## src/rtl/operand_fetch_stage_if.sv

```systemverilog
// Decode-side and execute-side handshake bundle of the operand fetch stage.
// The slave modport is the stage's view; master is the view of the surrounding pipeline.
interface operand_fetch_stage_if #(
  parameter int TAG_W = 32
);
  logic             dec_valid_in;
  logic             dec_ready_out;
  logic [4:0]       dec_rs1_idx_in;
  logic [4:0]       dec_rs2_idx_in;
  logic [4:0]       dec_rd_idx_in;
  logic             dec_rd_wr_in;
  logic [TAG_W-1:0] dec_tag_in;

  logic             ex_valid_out;
  logic             ex_ready_in;
  logic [31:0]      ex_rs1_data_out;
  logic [31:0]      ex_rs2_data_out;
  logic [4:0]       ex_rd_idx_out;
  logic             ex_rd_wr_out;
  logic [TAG_W-1:0] ex_tag_out;

  modport slave (
    input  dec_valid_in, dec_rs1_idx_in, dec_rs2_idx_in, dec_rd_idx_in, dec_rd_wr_in, dec_tag_in,
    output dec_ready_out,
    output ex_valid_out, ex_rs1_data_out, ex_rs2_data_out, ex_rd_idx_out, ex_rd_wr_out, ex_tag_out,
    input  ex_ready_in
  );

  modport master (
    output dec_valid_in, dec_rs1_idx_in, dec_rs2_idx_in, dec_rd_idx_in, dec_rd_wr_in, dec_tag_in,
    input  dec_ready_out,
    input  ex_valid_out, ex_rs1_data_out, ex_rs2_data_out, ex_rd_idx_out, ex_rd_wr_out, ex_tag_out,
    output ex_ready_in
  );
endinterface

```

## src/rtl/operand_fetch_stage.sv

```systemverilog
// Decode->execute operand fetch: regfile read with writeback bypass, per-register
// in-flight write counters, RAW/WAW stall, and a single registered output slot.
module operand_fetch_stage #(
  parameter int TAG_W = 32,
  parameter int CNT_W = 2
) (
  input  logic                  clk_in,
  input  logic                  rst_low_in,
  operand_fetch_stage_if.slave  bus,
  output logic [4:0]            src1_idx_out,
  input  logic [31:0]           src1_data_in,
  output logic [4:0]            src2_idx_out,
  input  logic [31:0]           src2_data_in,
  input  logic                  wb_en_in,
  input  logic [4:0]            wb_idx_in,
  input  logic [31:0]           wb_data_in,
  input  logic                  rel_en_in,
  input  logic [4:0]            rel_idx_in,
  input  logic                  flush_in
);

  localparam logic [CNT_W-1:0] CNT_MAX = '1;

  logic [CNT_W-1:0] cnt_q [32];
  logic [CNT_W-1:0] cnt_d [32];
  logic [31:0]      underflow;

  logic             ex_valid_q;
  logic [31:0]      ex_rs1_q;
  logic [31:0]      ex_rs2_q;
  logic [4:0]       ex_rd_idx_q;
  logic             ex_rd_wr_q;
  logic [TAG_W-1:0] ex_tag_q;

  logic [4:0]  rs1, rs2, rd;
  logic        eff_wr;
  logic        wb_rs1, wb_rs2;
  logic        hazard;
  logic        dec_ready;
  logic        capture;
  logic        flush_rel;
  logic [31:0] opnd1, opnd2;

  // Next counter value from one increment and up to three decrements;
  // MSB of the result flags an illegal decrement below zero.
  function automatic logic [CNT_W:0] cnt_step(
    input logic [CNT_W-1:0] cur,
    input logic             inc,
    input logic             dec_wb,
    input logic             dec_rel,
    input logic             dec_flush
  );
    logic [CNT_W+1:0] up;
    logic [CNT_W+1:0] down;
    up   = {2'b00, cur} + (CNT_W+2)'(inc);
    down = (CNT_W+2)'(dec_wb) + (CNT_W+2)'(dec_rel) + (CNT_W+2)'(dec_flush);
    if (down > up) return {1'b1, {CNT_W{1'b0}}};
    return {1'b0, CNT_W'(up - down)};
  endfunction

  assign rs1          = bus.dec_rs1_idx_in;
  assign rs2          = bus.dec_rs2_idx_in;
  assign rd           = bus.dec_rd_idx_in;
  assign src1_idx_out = rs1;
  assign src2_idx_out = rs2;

  // NOTE: every always_comb output gets a value on every path (defaults first), otherwise a latch is inferred.
  always_comb begin
    eff_wr    = bus.dec_rd_wr_in && (rd != 5'd0);
    wb_rs1    = wb_en_in && (wb_idx_in == rs1) && (rs1 != 5'd0);
    wb_rs2    = wb_en_in && (wb_idx_in == rs2) && (rs2 != 5'd0);
    hazard    = 1'b0;
    if ((rs1 != 5'd0) && (cnt_q[rs1] > CNT_W'(wb_rs1))) hazard = 1'b1;
    if ((rs2 != 5'd0) && (cnt_q[rs2] > CNT_W'(wb_rs2))) hazard = 1'b1;
    if (eff_wr && (cnt_q[rd] == CNT_MAX))               hazard = 1'b1;
    dec_ready = !flush_in && !hazard && (!ex_valid_q || bus.ex_ready_in);
    capture   = bus.dec_valid_in && dec_ready;
    // A flushed slot that is handed off in the same cycle keeps its write in flight.
    flush_rel = flush_in && ex_valid_q && !bus.ex_ready_in && ex_rd_wr_q;
    opnd1     = (rs1 == 5'd0) ? 32'd0 : (wb_rs1 ? wb_data_in : src1_data_in);
    opnd2     = (rs2 == 5'd0) ? 32'd0 : (wb_rs2 ? wb_data_in : src2_data_in);
  end

  always_comb begin
    for (int r = 0; r < 32; r++) begin
      {underflow[r], cnt_d[r]} = cnt_step(
        cnt_q[r],
        capture && eff_wr && (rd == 5'(r)),
        wb_en_in && (wb_idx_in == 5'(r)) && (r != 0),
        rel_en_in && (rel_idx_in == 5'(r)) && (r != 0),
        flush_rel && (ex_rd_idx_q == 5'(r)) && (r != 0));
    end
  end

  // NOTE: sequential state uses non-blocking assignments so every register samples pre-edge values.
  always_ff @(posedge clk_in) begin
    if (!rst_low_in) begin
      ex_valid_q  <= 1'b0;
      ex_rs1_q    <= '0;
      ex_rs2_q    <= '0;
      ex_rd_idx_q <= '0;
      ex_rd_wr_q  <= 1'b0;
      ex_tag_q    <= '0;
      // NOTE: the counter array is reset (not left to initialise) because in-flight state must never survive reset.
      for (int r = 0; r < 32; r++) cnt_q[r] <= '0;
    end else begin
      for (int r = 0; r < 32; r++) cnt_q[r] <= cnt_d[r];
      if (capture) begin
        ex_valid_q  <= 1'b1;
        ex_rs1_q    <= opnd1;
        ex_rs2_q    <= opnd2;
        ex_rd_idx_q <= rd;
        ex_rd_wr_q  <= bus.dec_rd_wr_in;
        ex_tag_q    <= bus.dec_tag_in;
      end else if (flush_in || bus.ex_ready_in) begin
        ex_valid_q  <= 1'b0;
      end
    end
  end

  assign bus.dec_ready_out   = dec_ready;
  assign bus.ex_valid_out    = ex_valid_q;
  assign bus.ex_rs1_data_out = ex_rs1_q;
  assign bus.ex_rs2_data_out = ex_rs2_q;
  assign bus.ex_rd_idx_out   = ex_rd_idx_q;
  assign bus.ex_rd_wr_out    = ex_rd_wr_q;
  assign bus.ex_tag_out      = ex_tag_q;

  no_cnt_underflow: assert property (@(posedge clk_in) disable iff (!rst_low_in) underflow == 32'd0);

endmodule
```

## src/flat_wrapper.sv

```systemverilog
// flat-port wrapper written by rule: the top's interface ports become plain ports
module operand_fetch_stage_flat 
#(
  parameter int TAG_W = 32,
  parameter int CNT_W = 2
)
  (clk_in, rst_low_in, src1_idx_out, src1_data_in, src2_idx_out, src2_data_in, wb_en_in, wb_idx_in, wb_data_in, rel_en_in, rel_idx_in, flush_in, bus_dec_valid_in, bus_dec_rs1_idx_in, bus_dec_rs2_idx_in, bus_dec_rd_idx_in, bus_dec_rd_wr_in, bus_dec_tag_in, bus_dec_ready_out, bus_ex_valid_out, bus_ex_rs1_data_out, bus_ex_rs2_data_out, bus_ex_rd_idx_out, bus_ex_rd_wr_out, bus_ex_tag_out, bus_ex_ready_in);
  operand_fetch_stage_if #(.TAG_W(TAG_W)) bus_i ();
  input  logic clk_in;
  input  logic rst_low_in;
  output logic [4:0] src1_idx_out;
  input  logic [31:0] src1_data_in;
  output logic [4:0] src2_idx_out;
  input  logic [31:0] src2_data_in;
  input  logic wb_en_in;
  input  logic [4:0] wb_idx_in;
  input  logic [31:0] wb_data_in;
  input  logic rel_en_in;
  input  logic [4:0] rel_idx_in;
  input  logic flush_in;
  input wire logic [$bits(bus_i.dec_valid_in)-1:0] bus_dec_valid_in;
  input wire logic [$bits(bus_i.dec_rs1_idx_in)-1:0] bus_dec_rs1_idx_in;
  input wire logic [$bits(bus_i.dec_rs2_idx_in)-1:0] bus_dec_rs2_idx_in;
  input wire logic [$bits(bus_i.dec_rd_idx_in)-1:0] bus_dec_rd_idx_in;
  input wire logic [$bits(bus_i.dec_rd_wr_in)-1:0] bus_dec_rd_wr_in;
  input wire logic [$bits(bus_i.dec_tag_in)-1:0] bus_dec_tag_in;
  output wire logic [$bits(bus_i.dec_ready_out)-1:0] bus_dec_ready_out;
  output wire logic [$bits(bus_i.ex_valid_out)-1:0] bus_ex_valid_out;
  output wire logic [$bits(bus_i.ex_rs1_data_out)-1:0] bus_ex_rs1_data_out;
  output wire logic [$bits(bus_i.ex_rs2_data_out)-1:0] bus_ex_rs2_data_out;
  output wire logic [$bits(bus_i.ex_rd_idx_out)-1:0] bus_ex_rd_idx_out;
  output wire logic [$bits(bus_i.ex_rd_wr_out)-1:0] bus_ex_rd_wr_out;
  output wire logic [$bits(bus_i.ex_tag_out)-1:0] bus_ex_tag_out;
  input wire logic [$bits(bus_i.ex_ready_in)-1:0] bus_ex_ready_in;
  assign bus_i.dec_valid_in = bus_dec_valid_in;
  assign bus_i.dec_rs1_idx_in = bus_dec_rs1_idx_in;
  assign bus_i.dec_rs2_idx_in = bus_dec_rs2_idx_in;
  assign bus_i.dec_rd_idx_in = bus_dec_rd_idx_in;
  assign bus_i.dec_rd_wr_in = bus_dec_rd_wr_in;
  assign bus_i.dec_tag_in = bus_dec_tag_in;
  assign bus_dec_ready_out = bus_i.dec_ready_out;
  assign bus_ex_valid_out = bus_i.ex_valid_out;
  assign bus_ex_rs1_data_out = bus_i.ex_rs1_data_out;
  assign bus_ex_rs2_data_out = bus_i.ex_rs2_data_out;
  assign bus_ex_rd_idx_out = bus_i.ex_rd_idx_out;
  assign bus_ex_rd_wr_out = bus_i.ex_rd_wr_out;
  assign bus_ex_tag_out = bus_i.ex_tag_out;
  assign bus_i.ex_ready_in = bus_ex_ready_in;
  operand_fetch_stage #(.TAG_W(TAG_W), .CNT_W(CNT_W)) u_core (.clk_in(clk_in), .rst_low_in(rst_low_in), .bus(bus_i), .src1_idx_out(src1_idx_out), .src1_data_in(src1_data_in), .src2_idx_out(src2_idx_out), .src2_data_in(src2_data_in), .wb_en_in(wb_en_in), .wb_idx_in(wb_idx_in), .wb_data_in(wb_data_in), .rel_en_in(rel_en_in), .rel_idx_in(rel_idx_in), .flush_in(flush_in));
endmodule
```

## config.mk

```make
export PLATFORM = sky130hd
export DESIGN_NAME = operand_fetch_stage_flat
export DESIGN_NICKNAME = d
export VERILOG_FILES = /design/src/rtl/operand_fetch_stage_if.sv /design/src/rtl/operand_fetch_stage.sv /design/src/flat_wrapper.sv
export SDC_FILE = /design/constraint.sdc
export NUM_CORES = 1
export LEC_CHECK = 0
export CAP_MARGIN = 20
export CELL_PAD_IN_SITES_DETAIL_PLACEMENT = 1
export CELL_PAD_IN_SITES_GLOBAL_PLACEMENT = 2
export CORE_MARGIN = 2
export CORE_UTILIZATION = 33
export CTS_CLUSTER_DIAMETER = 50
export DETAILED_ROUTE_END_ITERATION = 16
export PLACE_DENSITY = 0.95
export SYNTH_ARGS = -nofsm -noshare
export SYNTH_HDL_FRONTEND = slang
export SYNTH_SLANG_ARGS = --single-unit
export TNS_END_PERCENT = 50
```

## constraint.sdc

```tcl
create_clock -name clk_in -period 15.9 [get_ports clk_in]
set_input_delay 4.77 -clock clk_in [delete_from_list [all_inputs] [get_ports clk_in]]
set_output_delay 4.77 -clock clk_in [all_outputs]
set_load 0.05 [all_outputs]
```

==> metrics.md, run 1 <==
| Metric | Value |
|---|---|
| Outcome | finished, final reports clean |
| Post-CTS setup buffer count | 0 |
| Comb power frac | 24.1% |
| Worst R2R Start | u_core.cnt_q[30][0] |
| Post-DRT Antenna Nets | 0 |
| CTS buffer count | 17 |
| Root Driver | clkbuf_16 |
| HP Start | u_core.bus.ex_rs1_data_out[27] |
| Ys flop type | dfxtp_1 |
| Setup slack, reg-to-reg | 10.58 ns |
| DRT Pass-1 Iters | 5 |
| Leak pwr | 7.51 nW |
| Clk_skew | 0.0123 ns |
| Routed len/inst | 20.5 um |
| Worst R2R End | u_core.cnt_q[25][1] |
| Syn_area_per_cell | 8.03 um^2 |
| Total number of vias | 12300 |
| CP Max Fanout | 14 |
| Worst Path Required | 11.13 ns |
| Post-synthesis register bit count | 167 |
| Multi-input logic area | 8880 um^2 |
| FFs w/ async S/R, synth | 0% |
| Synth top cells by count | nand2_1 (479), dfxtp_1 (167), ha_1 (158) |
| Routed wire length | 49.0 mm |
| Worst-path clk slew | 0.07 ns |
| Cells along the critical path | clkdlybuf4s50_1, mux4_2, mux4_2, mux2i_1, ha_1, nor2_1, or3_1, a31oi_1, a31oi_1, a41oi_2, and2_1, clkdlybuf4s50_1 |
| Pins over their slew limit | 0 |
| Max Cap Violations | 0 |
| TNS Setup | 0 ns |
| Int Pwr | 780 uW |
| Critical Path AT | 9.21 ns |
| Distinct cells, synth | 47 |
| Sw Ratio | 33.0% |
| # hold bufs at CTS | 0 |
| Final Util | 42.3% |
| Layout cells sized above 1 | 5.21% |
| Post_cts resized | 0 |
| Hold depth | 2 |
| Hpwl dp | 38.8 mm |
| Initial antenna violation count | 6 |
| I/O pin total | 275 |
| Slowest stage delay, CP | 1.01 ns |
| Chip Width | 204 um |
| Synth area leaders | dfxtp_1 (25%), ha_1 (15%), nand2_1 (14%) |
| CP max stage cell | clkdlybuf4s50_1 |
| Critical path class | in -> out |
| Hold Vio Cnt, Final | 0 |
| Count leader, synth | nand2_1 |
| Clk sink count | 167 |
| DIE AREA | 41800 um^2 |
| Worst-Skew Late Latency | 0.47 ns |
| Slew @ Worst Pin | 1.09 ns |
| Post-synth top area share | 25.2% |
| Global-route usage over all layers | 23.3% |
| Pin count of the biggest net entering global routing | 103 |
| Final Cycle Share | 87.9% |
| Net Switching | 385 uW |
| Seq pwr share | 39.0% |
| Initial drt markers | 630 |
| RSZ-0062 raised after global routing | false |
| CTS H-tree depth | 4 |
| Post-Syn Nets | 2000 |
| Fmax achieved | 71.6 MHz |
| Worst reg-to-reg path cell count | 18 |
| Global-route wire length before repair | 73.5 mm |
| Relative slew slack | 27.5% |
| Power Density | 69.4 nW/um^2 |
| Area leader, netlist | dfxtp_1 |
| Worst Hold End | u_core.bus.ex_rs1_data_out[27] |
| P&R area growth vs syn | 26.7% |
| Initial Util | 33.4% |
| I/O Buffers | 274 |
| DRC Markers | 0 |
| Synthesis Warnings | 0 |
| Crit path buf inv count | 2 |
| Max rail drop VDD | 74.9 uV |
| Num rows | 73 |
| Die height | 204 um |
| Startpoint Class | primary input |
| Total congestion overflow | 0 |
| Number of synthesized flops with an enable pin | 0 |
| Nets | 2200 |
| Final Wtd Congestion | 0.900 |
| CTS tree | done |
| Sequential fraction of the synthesis area | 25.2% |
| Crit. End Element | output port |
| Drt via density | 5.13 |
| Largest delay contributor family on the critical path | buffers and inverters |
| Vias in the first global route | 12700 |
| Max clock buf depth | 2 |
| # fillers | 4775 |
| Total core area | 39600 um^2 |
| Clk pwr share | 36.9% |
| Synth Cell Area | 13200 um^2 |
| Synthesized instance count | 1650 |
| Worst Hold Class | reg -> reg |
| Final number of setup-violating endpoints | 0 |
| Fin crit period | 13.98 ns |
| Register area | 3340 um^2 |
[layer usage]
layer | wire length (um) | share of wire, % | up-vias | GRT usage (%)
li1 | - | - | 5800 | -
met1 | 20600 | 42 | 5977 | 27.9
met2 | 23600 | 48 | 408 | 40.5
met4 | 1700 | 3.5 | 4 | 9.83
met3 | 3020 | 6.2 | 90 | 4.64
met5 | 34 | 0.069 | - | 0
[through the flow]
step	hold WS [ns]	instances	setup slack (ns)	cell area, um^2	power [mW]
finish	0.458	2393	1.92	16800	1.17
global route	0.479	2391	1.63	16800	1.21
CTS	0.464	2388	1.84	16800	1.18
detailed placement	0.454	2356	1.84	16200	0.745
global placement	0.443	2356	1.88	16200	0.738
floorplan	0.593	1650	3.52	13200	0.633
[flip-flops by register name (all words and copies together), names as in the netlist]
register / flops
u_core.bus.ex_rd_wr_out: 1
u_core.bus.ex_rd_idx_out: 5
u_core.bus.ex_rs2_data_out: 32
u_core.bus.ex_valid_out: 1
u_core.bus.ex_rs1_data_out: 32
u_core.bus.ex_tag_out: 32
u_core.cnt_q: 64
[power by group through the flow]
stage | combinational [mW] | sequential [mW] | clock [mW]
after CTS | 0.282 | 0.454 | 0.439
after detailed placement | 0.281 | 0.464 | 0
after global routing | 0.302 | 0.456 | 0.452
after floorplan | 0.128 | 0.505 | 0
final | 0.281 | 0.454 | 0.430
after global placement | 0.275 | 0.463 | 0
[cells by family (layout without fill, tap and decap cells)]
family                     count (synthesis)  in the layout  synth area share [%]
adders and majority gates                189            189                  19.6
muxes                                    164            164                  15.8
xor gates and xnor gates                  42             42                  2.78
AOI/OAI and AO/OA                        150            150                  6.12
DFF                                      167            167                  25.2
and+or+nand+nor                          705            705                  22.6
buffers and inverters                    232            445                  7.82
other                                      1              6                0.0283
[final cells by class]
class / instances / share of cell area [%]
clock inverter: 13 / 0.790
tap: 525 / 3.91
inverter: 127 / 2.84
timing repair buffer: 286 / 16.9
multi-input combinational: 1251 / 52.9
antenna: 5 / 0.0746
clock buffer: 19 / 2.70
sequential: 167 / 19.9
[placed cells by master (no fill, tap or decap), types with 2 or more instances in the layout]
master           instances
clkdlybuf4s50_1        272
and2_1                   7
buf_4                   12
inv_1                  127
nor4_1                   9
nand4b_1                 2
and4_2                   2
ha_1                   158
a22oi_1                  3
a31oi_1                  2
nand2b_1                16
o22ai_1                  2
dfxtp_1                167
nor3_1                  23
nor3_2                   7
nor2b_1                 41
o21ai_0                 97
o211ai_1                 7
mux2i_1                127
clkinvlp_4               2
nand3_1                 10
mux4_2                  36
nand3b_1                 2
clkbuf_16               17
or3_1                    3
xnor2_1                  2
diode_2                  5
a21oi_1                 33
xor2_1                  40
nand4_1                  5
inv_6                    8
nand2_1                479
clkinv_4                 2
nor2_1                  93
fa_1                    31
clkbuf_8                 2
[how the worst max path moves through the flow]
stage                     depth (start not counted)             startpoint                end
after floorplan                                  12  bus_dec_rs1_idx_in[0]  bus_dec_ready_out
after global placement                           12  bus_dec_rs1_idx_in[0]  bus_dec_ready_out
after detailed placement                         12  bus_dec_rs1_idx_in[0]  bus_dec_ready_out
after CTS                                        12  bus_dec_rs1_idx_in[0]  bus_dec_ready_out
after global routing                             12  bus_dec_rs1_idx_in[0]  bus_dec_ready_out
final                                            12  bus_dec_rs1_idx_in[0]  bus_dec_ready_out
[tightest hold or removal path: cells and delay by family, from the launching register on]
family           cells  cell delay (ns)
flip-flops           1             0.31
AND/OR/NAND/NOR      1             0.05
multiplexers         1             0.05
(Power assumes the default switching activity.)
==> inputs of run 2 (changes only) <==
--- a/config.mk
+++ b/config.mk
@@ -11,6 +11,7 @@
 export CORE_MARGIN = 2
 export CORE_UTILIZATION = 33
 export CTS_CLUSTER_DIAMETER = 50
+export CTS_CLUSTER_SIZE = 8
 export DETAILED_ROUTE_END_ITERATION = 16
 export PLACE_DENSITY = 0.95
 export SYNTH_ARGS = -nofsm -noshare
==> results of run 2 <==
Same layout as run 1: the final DEF is identical, and so are final timing and power.
==> inputs of run 3 (changes only) <==
==> constraint.sdc (replaced) <==
create_clock -name clk_in -period 17.5 [get_ports clk_in]
set_input_delay 5.25 -clock clk_in [delete_from_list [all_inputs] [get_ports clk_in]]
set_output_delay 5.25 -clock clk_in [all_outputs]
set_load 0.05 [all_outputs]
==> run 3 against run 2 <==
Compared with the run above: sequential power decreased by 9.0%; final area up 0.19%; final cell count shrank 0.25%; register-to-register slack improved by 1.7 ns; via count up 0.47%; global-route usage is 0.13 points higher; clock power is 8.4% lower; wire length rose by 0.38%; hold slack improved by 0.0013 ns; flip-flop and latch count stayed put; utilization grew 0.079 points; critical path type unchanged; critical endpoint unchanged; highest routed layer unchanged.
==> metrics.md, run 3 (synthesis results as in run 1) <==
| Metric | Value |
|---|---|
| Most frequent cells in the layout | nand2_1 (479), clkdlybuf4s50_1 (272), dfxtp_1 (167) |
| Leak pwr | 7.53 nW |
| Worst Path Required | 12.25 ns |
| Drt via density | 5.17 |
| Sw Ratio | 31.8% |
| Int Pwr | 727 uW |
| Total core area | 39600 um^2 |
| Final Util | 42.4% |
| Worst Hold Class | reg -> reg |
| Post-DRT Antenna Nets | 0 |
| Placed Cells | 2350 |
| CP Max Fanout | 65 |
| Top reg by flops | u_core.cnt_q |
| Initial drt markers | 705 |
| Crit. End Element | output port |
| Worst-path clk slew | 0.06 ns |
| Slew @ Worst Pin | 1.27 ns |
| Startpoint Class | primary input |
| Relative slew slack | 14.8% |
| Net Switching | 339 uW |
| Layout cells sized above 1 | 4.95% |
| Initial antenna violation count | 2 |
| TNS Setup | 0 ns |
| Post_cts resized | 0 |
| Hpwl dp | 38.7 mm |
| Num rows | 73 |
| Nets | 2198 |
| CTS buffer count | 17 |
| I/O pin total | 275 |
| Power Density | 63.4 nW/um^2 |
| Max clock buf depth | 2 |
| P&R area growth vs syn | 26.9% |
| Total number of vias | 12300 |
| I/O Buffers | 274 |
| Fin crit period | 14.92 ns |
| Post-CTS setup buffer count | 0 |
| Pin count of the biggest net entering global routing | 153 |
| Comb power frac | 24.2% |
| WHS | 0.459 ns |
| CTS H-tree depth | 4 |
| # hold bufs at CTS | 0 |
| Max rail drop VDD | 59.0 uV |
| Total congestion overflow | 0 |
| Global-route wire length before repair | 74.2 mm |
| CTS tree | done |
| Routed len/inst | 20.6 um |
| Worst-Skew Late Latency | 0.46 ns |
| Outcome | finished, final reports clean |
| Final Cycle Share | 85.3% |
| Die height | 204 um |
| Final instance area | 16800 um^2 |
| Max Cap Violations | 0 |
| Root Driver | clkbuf_16 |
| Final non-filler cell total | 2387 |
| Clk pwr share | 37.0% |
| Initial Util | 33.4% |
| Post-layout power | 1.07 mW |
| Fmax achieved | 67.0 MHz |
| Commonest non-fill, non-tap cell in the layout | nand2_1 |
| Instance area at placement | 16100 um^2 |
| Pins over their slew limit | 0 |
| Routed wire length | 49.2 mm |
| Critical path class | in -> out |
| Global-route usage over all layers | 23.4% |
| Chip Width | 204 um |
| RSZ-0062 raised after global routing | false |
| DRC Markers | 0 |
| Vias in the first global route | 12600 |
| Hold Vio Cnt, Final | 0 |
| Critical Path AT | 9.67 ns |
| Final Wtd Congestion | 0.928 |
| Final number of setup-violating endpoints | 0 |
| Clk_skew | 0.0156 ns |
| Worst slack at placement | 1.96 ns |
| Largest register FFs | 64 |
| DIE AREA | 41800 um^2 |
| DRT Pass-1 Iters | 4 |
| Clk sink count | 167 |
| Setup slack after layout | 2.58 ns |
| Seq pwr share | 38.8% |
| # fillers | 4758 |
## run 3: cell count changes in the layout (fill, tap and decap cells not counted), sizes merged
| cell | delta |
|---|---|
| clkinv | +5 |
| bufinv | +2 |
| diode | -3 |
| clkbuf | +1 |
| inv | -7 |
| buf | -3 |
| clkinvlp | -1 |
## run 3: path summary, 6_finish.rpt
check / startpoint / to / slack (ns) / cells past startpoint
max: bus_dec_rs2_idx_in[1] / bus_dec_ready_out / 2.58 / 11
min: u_core.bus.ex_rs1_data_out[15] / u_core.bus.ex_rs1_data_out[15] / 0.46 / 2
max reg2reg: u_core.cnt_q[31][0] / u_core.cnt_q[16][1] / 12.32 / 20
min reg2reg: u_core.bus.ex_rs1_data_out[15] / u_core.bus.ex_rs1_data_out[15] / 0.46 / 2
## run 3: layout make-up
type / count / area, um^2 / share of cell area, %
Sequential cell: 167 / 3340 / 19.9
Multi-Input combinational cell: 1251 / 8880 / 52.8
Clock buffer: 19 / 433 / 2.57
Antenna cell: 2 / 5.00 / 0.0298
Timing Repair Buffer: 284 / 2870 / 17.1
Inverter: 127 / 477 / 2.84
Clock inverter: 12 / 153 / 0.908
Tap cell: 525 / 657 / 3.91
## run 3: power by group through the flow
stage	combinational, mW	clock (mW)	sequential (mW)
finish	0.258	0.394	0.413
global route	0.277	0.422	0.414
CTS	0.258	0.404	0.413
detailed placement	0.256	0	0.421
global placement	0.250	0	0.420
floorplan	0.116	0	0.459
## run 3: critical path, cell delays in order
cell             delay (ns)
clkdlybuf4s50_1        0.95
xor2_1                 0.38
nor4_1                 0.36
and4_2                 0.27
buf_4                  0.48
ha_1                   0.34
or2_2                  0.32
nand4b_1               0.12
a41oi_2                0.21
and2_1                 0.20
clkdlybuf4s50_1        0.76
## run 3: per-layer routing
layer | track usage [%] | share of wire, % | vias to the layer above
li1 | - | - | 5796
met1 | 28.8 | 42 | 6070
met2 | 41.1 | 49 | 404
met3 | 4.75 | 6.3 | 65
met4 | 6.99 | 2.3 | 2
met5 | 0 | 0.033 | -
